===== src/rtl/cpu_axi_master_bridge.sv =====
// cpu_axi_master_bridge
// Converts a CPU request/wait memory port into single-beat AXI4 master
// transactions. Reads use AR/R, writes use AW/W/B. The CPU is stalled through
// cpu_wait_o until the response arrives, then released for exactly one cycle
// (DONE), during which cpu_dout_o carries the read data.
module cpu_axi_master_bridge #(
    parameter int unsigned     ID_W      = 4,
    parameter logic [ID_W-1:0] MASTER_ID = '0
) (
    input  logic            clk,
    input  logic            rst,

    // CPU side
    input  logic            cpu_request_i,
    input  logic [3:0]      cpu_bweb_i,
    input  logic [31:0]     cpu_addr_i,
    input  logic [31:0]     cpu_din_i,
    output logic            cpu_wait_o,
    output logic [31:0]     cpu_dout_o,
    output logic            bus_err_o,

    // AXI read address channel
    output logic [ID_W-1:0] ARID,
    output logic [31:0]     ARADDR,
    output logic [3:0]      ARLEN,
    output logic [2:0]      ARSIZE,
    output logic [1:0]      ARBURST,
    output logic            ARVALID,
    input  logic            ARREADY,

    // AXI read data channel
    input  logic [ID_W-1:0] RID,
    input  logic [31:0]     RDATA,
    input  logic [1:0]      RRESP,
    input  logic            RLAST,
    input  logic            RVALID,
    output logic            RREADY,

    // AXI write address channel
    output logic [ID_W-1:0] AWID,
    output logic [31:0]     AWADDR,
    output logic [3:0]      AWLEN,
    output logic [2:0]      AWSIZE,
    output logic [1:0]      AWBURST,
    output logic            AWVALID,
    input  logic            AWREADY,

    // AXI write data channel
    output logic [31:0]     WDATA,
    output logic [3:0]      WSTRB,
    output logic            WLAST,
    output logic            WVALID,
    input  logic            WREADY,

    // AXI write response channel
    input  logic [ID_W-1:0] BID,
    input  logic [1:0]      BRESP,
    input  logic            BVALID,
    output logic            BREADY
);

    typedef enum logic [2:0] {
        S_IDLE    = 3'd0,
        S_RD_ADDR = 3'd1,
        S_RD_DATA = 3'd2,
        S_WR_REQ  = 3'd3,
        S_WR_RESP = 3'd4,
        S_DONE    = 3'd5
    } state_t;

    state_t      r_state;
    state_t      w_next_state;

    // Request captured in IDLE; held stable for the whole transaction so the
    // AXI payloads never change while VALID is high.
    logic [31:0] r_addr;
    logic [31:0] r_wdata;
    logic [3:0]  r_wstrb;

    // AW and W complete independently; these remember which one is finished.
    logic        r_aw_done;
    logic        r_w_done;

    logic [31:0] r_dout;
    logic        r_bus_err;

    logic        w_capture;
    logic        w_is_read;
    logic        w_ar_hs;
    logic        w_r_hs;
    logic        w_aw_hs;
    logic        w_w_hs;
    logic        w_b_hs;
    logic        w_aw_fin;
    logic        w_w_fin;
    logic        w_r_err;
    logic        w_b_err;

    // A response is bad if it is not OKAY or carries someone else's ID.
    function automatic logic resp_bad(input logic [1:0] resp, input logic [ID_W-1:0] id);
        return (resp != 2'b00) || (id != MASTER_ID);
    endfunction

    assign w_capture = (r_state == S_IDLE) && cpu_request_i;
    assign w_is_read = &cpu_bweb_i;

    assign w_ar_hs   = ARVALID && ARREADY;
    assign w_r_hs    = RVALID  && RREADY;
    assign w_aw_hs   = AWVALID && AWREADY;
    assign w_w_hs    = WVALID  && WREADY;
    assign w_b_hs    = BVALID  && BREADY;

    // Either already done in an earlier cycle, or completing right now.
    assign w_aw_fin  = r_aw_done || w_aw_hs;
    assign w_w_fin   = r_w_done  || w_w_hs;

    // Single-beat reads must also be flagged as the last beat.
    assign w_r_err   = resp_bad(RRESP, RID) || !RLAST;
    assign w_b_err   = resp_bad(BRESP, BID);

    // Fixed single-beat, 32-bit, INCR attributes.
    assign ARID      = MASTER_ID;
    assign ARLEN     = 4'd0;
    assign ARSIZE    = 3'b010;
    assign ARBURST   = 2'b01;
    assign AWID      = MASTER_ID;
    assign AWLEN     = 4'd0;
    assign AWSIZE    = 3'b010;
    assign AWBURST   = 2'b01;
    assign WLAST     = 1'b1;

    assign ARADDR    = r_addr;
    assign AWADDR    = r_addr;
    assign WDATA     = r_wdata;
    assign WSTRB     = r_wstrb;

    assign cpu_dout_o = r_dout;
    assign bus_err_o  = r_bus_err;

    // State register.
    always_ff @(posedge clk) begin
        if (!rst) begin
            r_state <= S_IDLE;
        end else begin
            r_state <= w_next_state;
        end
    end

    // Next-state logic; each channel advances only on its own handshake.
    always_comb begin
        w_next_state = r_state;
        case (r_state)
            S_IDLE: begin
                if (w_capture) begin
                    w_next_state = w_is_read ? S_RD_ADDR : S_WR_REQ;
                end
            end
            S_RD_ADDR: begin
                if (w_ar_hs) begin
                    w_next_state = S_RD_DATA;
                end
            end
            S_RD_DATA: begin
                if (w_r_hs) begin
                    w_next_state = S_DONE;
                end
            end
            S_WR_REQ: begin
                if (w_aw_fin && w_w_fin) begin
                    w_next_state = S_WR_RESP;
                end
            end
            S_WR_RESP: begin
                if (w_b_hs) begin
                    w_next_state = S_DONE;
                end
            end
            S_DONE: begin
                w_next_state = S_IDLE;
            end
            default: begin
                w_next_state = S_IDLE;
            end
        endcase
    end

    // Channel handshake outputs and CPU stall, decoded from the current state.
    always_comb begin
        ARVALID    = (r_state == S_RD_ADDR);
        RREADY     = (r_state == S_RD_DATA);
        AWVALID    = (r_state == S_WR_REQ) && !r_aw_done;
        WVALID     = (r_state == S_WR_REQ) && !r_w_done;
        BREADY     = (r_state == S_WR_RESP);
        // Combinational so the CPU stalls in the very cycle it raises a request.
        cpu_wait_o = cpu_request_i && (r_state != S_DONE);
    end

    // Latch the CPU address, write data and active-high strobes on acceptance.
    always_ff @(posedge clk) begin
        if (!rst) begin
            r_addr  <= '0;
            r_wdata <= '0;
            r_wstrb <= '0;
        end else if (w_capture) begin
            r_addr  <= cpu_addr_i;
            r_wdata <= cpu_din_i;
            r_wstrb <= ~cpu_bweb_i;
        end
    end

    // Track AW/W completion; cleared whenever we are outside WR_REQ so both
    // channels start fresh on entry.
    always_ff @(posedge clk) begin
        if (!rst) begin
            r_aw_done <= 1'b0;
            r_w_done  <= 1'b0;
        end else if (r_state != S_WR_REQ) begin
            r_aw_done <= 1'b0;
            r_w_done  <= 1'b0;
        end else begin
            if (w_aw_hs) begin
                r_aw_done <= 1'b1;
            end
            if (w_w_hs) begin
                r_w_done <= 1'b1;
            end
        end
    end

    // Read data register: only a completed read updates it, writes leave it.
    always_ff @(posedge clk) begin
        if (!rst) begin
            r_dout <= '0;
        end else if ((r_state == S_RD_DATA) && w_r_hs) begin
            r_dout <= RDATA;
        end
    end

    // One-cycle error pulse, aligned with the DONE cycle of the transaction.
    always_ff @(posedge clk) begin
        if (!rst) begin
            r_bus_err <= 1'b0;
        end else begin
            r_bus_err <= ((r_state == S_RD_DATA) && w_r_hs && w_r_err) ||
                         ((r_state == S_WR_RESP) && w_b_hs && w_b_err);
        end
    end

endmodule


===== config.mk =====
export PLATFORM = sky130hd
export DESIGN_NAME = cpu_axi_master_bridge
export DESIGN_NICKNAME = d
export VERILOG_FILES = /design/src/rtl/cpu_axi_master_bridge.sv
export SDC_FILE = /design/constraint.sdc
export NUM_CORES = 1
export LEC_CHECK = 0
export CORE_MARGIN = 2
export CORE_UTILIZATION = 37
export CTS_BUF_LIST = sky130_fd_sc_hd__clkbuf_4 sky130_fd_sc_hd__clkbuf_8 sky130_fd_sc_hd__clkbuf_16
export CTS_CLUSTER_SIZE = 40
export DETAILED_ROUTE_END_ITERATION = 7
export HOLD_SLACK_MARGIN = 0.15
export PLACE_DENSITY = 0.9
export SYNTH_ARGS = -nofsm -noshare
export SYNTH_HDL_FRONTEND = slang
export SYNTH_SLANG_ARGS = --single-unit

===== constraint.sdc =====
create_clock -name clk -period 1.6 [get_ports clk]
set_input_delay 0.32 -clock clk [delete_from_list [all_inputs] [get_ports clk]]
set_output_delay 0.32 -clock clk [all_outputs]
set_load 0.01 [all_outputs]

Yosys cells after proc, flatten, opt, wreduce, memory -nomap -nowiden
Index checks and enable logic that the tools add are counted.
- register bits: 106
- bits in latches: 0
- RAM bits: 0
- bits in read-only memories: 0
- input port bits: 121
- output and inout bits: 166
- logic and storage cells: 59
- memories kept: 0
- add/sub/neg operators: 0
- multiply operators: 0
- divide/modulo/power cells: 0
- magnitude comparators: 0
- equal/unequal tests: 11
- shift operators: 0
- mux-type cells: 7
- bitwise gates (word level): 2
- reduce and logical (&&, ||, !) cells: 31
- operators by type and width (operator ; number):
    $mux W3 ; 5
    $pmux W3 S5 ; 1
    $logic_and A1 B1 Y1 ; 14
    $reduce_bool A4 Y1 ; 2
    $eq A3 B2 Y1 const B ; 2
    $logic_or A1 B1 Y1 ; 6
    $ne A2 B1 Y1 const B ; 3
    $reduce_and A5 Y1 ; 1
    $ne A2 B2 Y1 const B ; 2
    $not A4 Y4 ; 1
    $reduce_and A4 Y1 ; 1
    $reduce_bool A2 Y1 ; 2
    $eq A3 B1 Y1 const B ; 1
    $eq A3 B3 Y1 const B ; 1
    $logic_not A1 Y1 ; 3
    $logic_not A3 Y1 ; 1
    $ne A3 B2 Y1 const B ; 1
    $ne A3 B3 Y1 const B ; 1
    $mux W2 ; 1
    $reduce_or A2 Y1 ; 1
    $not A1 Y1 ; 1

Depth between registers and ports, before layout
- depth after elaboration: 7
- mapped depth: 7
- gate-level depth less buffers: 4

Least setup slack after synthesis
OpenSTA, ideal clock, no wires.
- kind: register -> register
- from: register r_state[2]
- to: register r_wstrb[0], in the netlist WSTRB[0]
- data arrival time: 1.341 ns
- data required time: 1.484 ns
- setup slack: 0.143 ns
- cell stages (with the launch flop): 6
- path buffers: 2
- path through: dfxtp_1 buf_6 nor4_4 buf_6 nand2_1 o211a_1
- word-level cells in the longest chain between the ends: 2
- RTL lines (what ; RTL line ; text):
    start: declaration ; 71 ; state_t r_state;
    start signal: assignment ; 145 ; r_state <= w_next_state;
    $logic_not A3 Y1 ; 104 ; assign w_capture = (r_state == S_IDLE) && cpu_request_i;
    $logic_and A1 B1 Y1 ; 104 ;
    end signal: assignment ; 207 ; r_wstrb <= ~cpu_bweb_i;
    end: declaration ; 78 ; logic [3:0] r_wstrb;
Every way passes these cells.
A chain may end at the register's enable or synchronous reset.

Worst setup path after layout
- from: register r_addr[15], in the netlist ARADDR[15]
- to: output port ARADDR[15]
- RTL lines (what ; RTL line ; text):
    start: declaration ; 76 ; logic [31:0] r_addr;
    start signal: assignment ; 205 ; r_addr <= cpu_addr_i;
    end: declaration ; 24 ; output logic [31:0] ARADDR,
No word-level cell between the ends.

==> impl_metrics.env <==
export IMPL_worst_path_buf_inv=1
export IMPL_dpl_cell_count=903
export IMPL_first_global_vias=3949
export IMPL_floorplan_die_width_um=115
export IMPL_clkSinkCount=106
export IMPL_postSynth_asyncResetShare=0
export IMPL_post_route_min_period_ns=1.57
export IMPL_io_pins=287
export IMPL_fp_coreArea_sq_um=12000
export IMPL_routed_via_density=4.67
export IMPL_most_common_layout_cells="199 x sky130_fd_sc_hd__nand2_1, 176 x sky130_fd_sc_hd__clkdlybuf4s50_1, 103 x sky130_fd_sc_hd__dfxtp_1"
export IMPL_synth_sequential_area_ratio=0.465
export IMPL_worst_endpoint_arrival_ns=1.25
export IMPL_wire_length_of_the_first_global_routing_pass_um=19600
export IMPL_global_route_overflow=0
export IMPL_layout_area_overhead_vs_synth_pct=68.4
export IMPL_tns_ns=0
export IMPL_synthDominantAreaCellType="sky130_fd_sc_hd__dfxtp_1"
export IMPL_hold_path_class="register to register"
export IMPL_detail_route_antenna_nets=0
export IMPL_vias=4328
export IMPL_detailed_place_hpwl_um=9210
export IMPL_p_leak_uw=0.00387
export IMPL_register_bit_count_reported_by_yosys=106
export IMPL_powerDensity_nw_per_um2=1280
export IMPL_total_detailed_routing_wirelength_um=14000
export IMPL_cp_max_fo=3
export IMPL_slew_violations=0
export IMPL_rsz0062_at_grt="true"
export IMPL_nNetsFinal=896
export IMPL_grt_antenna_before_repair=0
export IMPL_cp_slowest_cell="sky130_fd_sc_hd__clkdlybuf4s50_1"
export IMPL_cp_start_kind="register"
export IMPL_cpPeakStageDelay_ns=0.55
export IMPL_dominantRegCellSynth="sky130_fd_sc_hd__dfxtp_1"
export IMPL_synth_avg_cell_area_sq_um=8.44
export IMPL_die_area_sq_um=13300
export IMPL_worst_path_dominant_cell_family="buffers and inverters"
export IMPL_clk_latency_ns=0.35
export IMPL_globalRouteTotalUtil=0.191
export IMPL_ys_top_cells_by_area="sky130_fd_sc_hd__dfxtp_1 46%, sky130_fd_sc_hd__nand2_1 17%, sky130_fd_sc_hd__a21boi_1 11%"
export IMPL_clockRootBuffer="sky130_fd_sc_hd__clkbuf_16"
export IMPL_clk_pin_slew_ns=0.07
export IMPL_portBuffers=259
export IMPL_placer_congestion=0.812
export IMPL_fmax_ghz=0.638
export IMPL_drive_above_1_share=0.0962
export IMPL_crit_chain="clkdlybuf4s50_1"
export IMPL_instances_no_fill=927
export IMPL_setup_worst_path_class="register to output port"
export IMPL_report_power_total_uw=9870
export IMPL_synthDominantCellAreaShare=0.465
export IMPL_synth_enable_flop_cells=0
export IMPL_drc_errors=0
export IMPL_insertedDiodeCount=0
export IMPL_grt_max_degree=107
export IMPL_ctsLongestPathBuffers=2
export IMPL_rows=40
export IMPL_yosys_warnings=0
export IMPL_setup_violations_final=0
export IMPL_timing_clock_skew_ns=0.00537
export IMPL_cts_tree="yes"
export IMPL_drt_pass1_iter_count=4
export IMPL_start_util=0.380
export IMPL_synthDistinctLibCells=34
export IMPL_route_detailed_wl_per_inst_um=15.1
export IMPL_syn_cell_area_sq_um=4570
export IMPL_cap_violations=0
export IMPL_irDropWorstVdd_mv=1.24
export IMPL_htreeDepth=3
export IMPL_run_status="completed"
export IMPL_final_hold_viol_count=0
export IMPL_timing_final_crit_share=0.979
export IMPL_layout_cells_most_common="sky130_fd_sc_hd__nand2_1"
export IMPL_crit_path_end_kind="output port"
export IMPL_critPathRequiredTime_ns=1.28
export IMPL_number_of_instances_in_the_synthesized_netlist=541
export IMPL_initialDrtViolationCount=208
export IMPL_floorplan_die_height_um=115
export IMPL_cts_buffers_inserted=9
==> per-layer routing <==
metal	part of all wire	track usage	vias to the layer above	wire, um
li1	-	-	2131	-
met1	0.38	0.197	1988	5250
met2	0.51	0.347	192	7140
met3	0.094	0.0901	17	1320
met4	0.017	0.0490	0	239
met5	0	0	-	0
==> through the flow <==
| step | area (sq um) | utilization | setup slack (ns) | hold WS, ns |
|---|---|---|---|---|
| after floorplan | 4660 | - | 0.143 | 0.449 |
| after global placement | 7030 | 0.585 | -0.273 | 0.440 |
| after detailed placement | 7030 | 0.585 | -0.314 | 0.445 |
| after CTS | 7390 | 0.615 | -0.0627 | 0.454 |
| after global routing | 7690 | 0.640 | -0.0357 | 0.470 |
| final | 7690 | 0.640 | 0.0331 | 0.453 |
==> cell type report <==
cell class	instances	area, sq um
Inverter	2	7.51
Clock buffer	10	239
Fill cell	960	4320
Tap cell	147	184
Sequential cell	106	2130
Multi-Input combinational cell	363	1930
Clock inverter	6	96.3
Timing Repair Buffer	293	3100
==> cells in the mapped netlist (2+ instances only) <==
cell,n
sky130_fd_sc_hd__nand2_1,202
sky130_fd_sc_hd__dfxtp_1,106
sky130_fd_sc_hd__a21boi_1,66
sky130_fd_sc_hd__buf_4,64
sky130_fd_sc_hd__a21boi_0,31
sky130_fd_sc_hd__clkbuf_1,20
sky130_fd_sc_hd__buf_6,8
sky130_fd_sc_hd__nor2_1,8
sky130_fd_sc_hd__o211a_1,5
sky130_fd_sc_hd__buf_2,3
sky130_fd_sc_hd__and2_1,2
sky130_fd_sc_hd__conb_1,2
sky130_fd_sc_hd__inv_1,2
sky130_fd_sc_hd__mux2i_1,2
==> path summary, 6_finish.rpt <==
| check | cells after the start | from | end | slack, ns |
|---|---|---|---|---|
| setup / recovery | 1 | ARADDR[15]$_SDFFE_PN0P_ | ARADDR[15] | 0.03 |
| hold / removal | 2 | WDATA[5]$_SDFFE_PN0P_ | WDATA[5]$_SDFFE_PN0P_ | 0.45 |
| setup reg to reg | 7 | r_state[2]$_SDFFE_PN0P_ | WDATA[27]$_SDFFE_PN0P_ | 0.05 |
| hold reg to reg | 2 | WDATA[5]$_SDFFE_PN0P_ | WDATA[5]$_SDFFE_PN0P_ | 0.45 |
==> sequential cells by signal, summed over array words and instances (netlist names) <==
name and count:
ARADDR 32, cpu_dout_o 32, r_w_done 1, r_state 3, bus_err_o 1, WDATA 32, WSTRB 4, r_aw_done 1
==> logic make-up after synthesis <==
group / Yosys count / synth area share
AND/OR/NAND/NOR: 223 / 0.197
AO/OA/AOI/OAI: 111 / 0.186
flip-flops: 106 / 0.465
buffers and inverters: 97 / 0.146
multiplexers: 2 / 0.00438
other: 2 / 0.00164
==> power by group <==
part           total [uW]  internal, uW  switching (uW)
Clock                2460          1430            1030
Combinational        4010          2140            1870
Sequential           3400          3110             287
==> repair_timing <==
item,CTS,global route
gates resized for setup,54,78
pin swaps,2,6
hold buffers,0,0
setup endpoints to repair,53,145
gates cloned,2,6
buffers inserted,1,0
No activity file was read; power rests on OpenSTA's default activity.
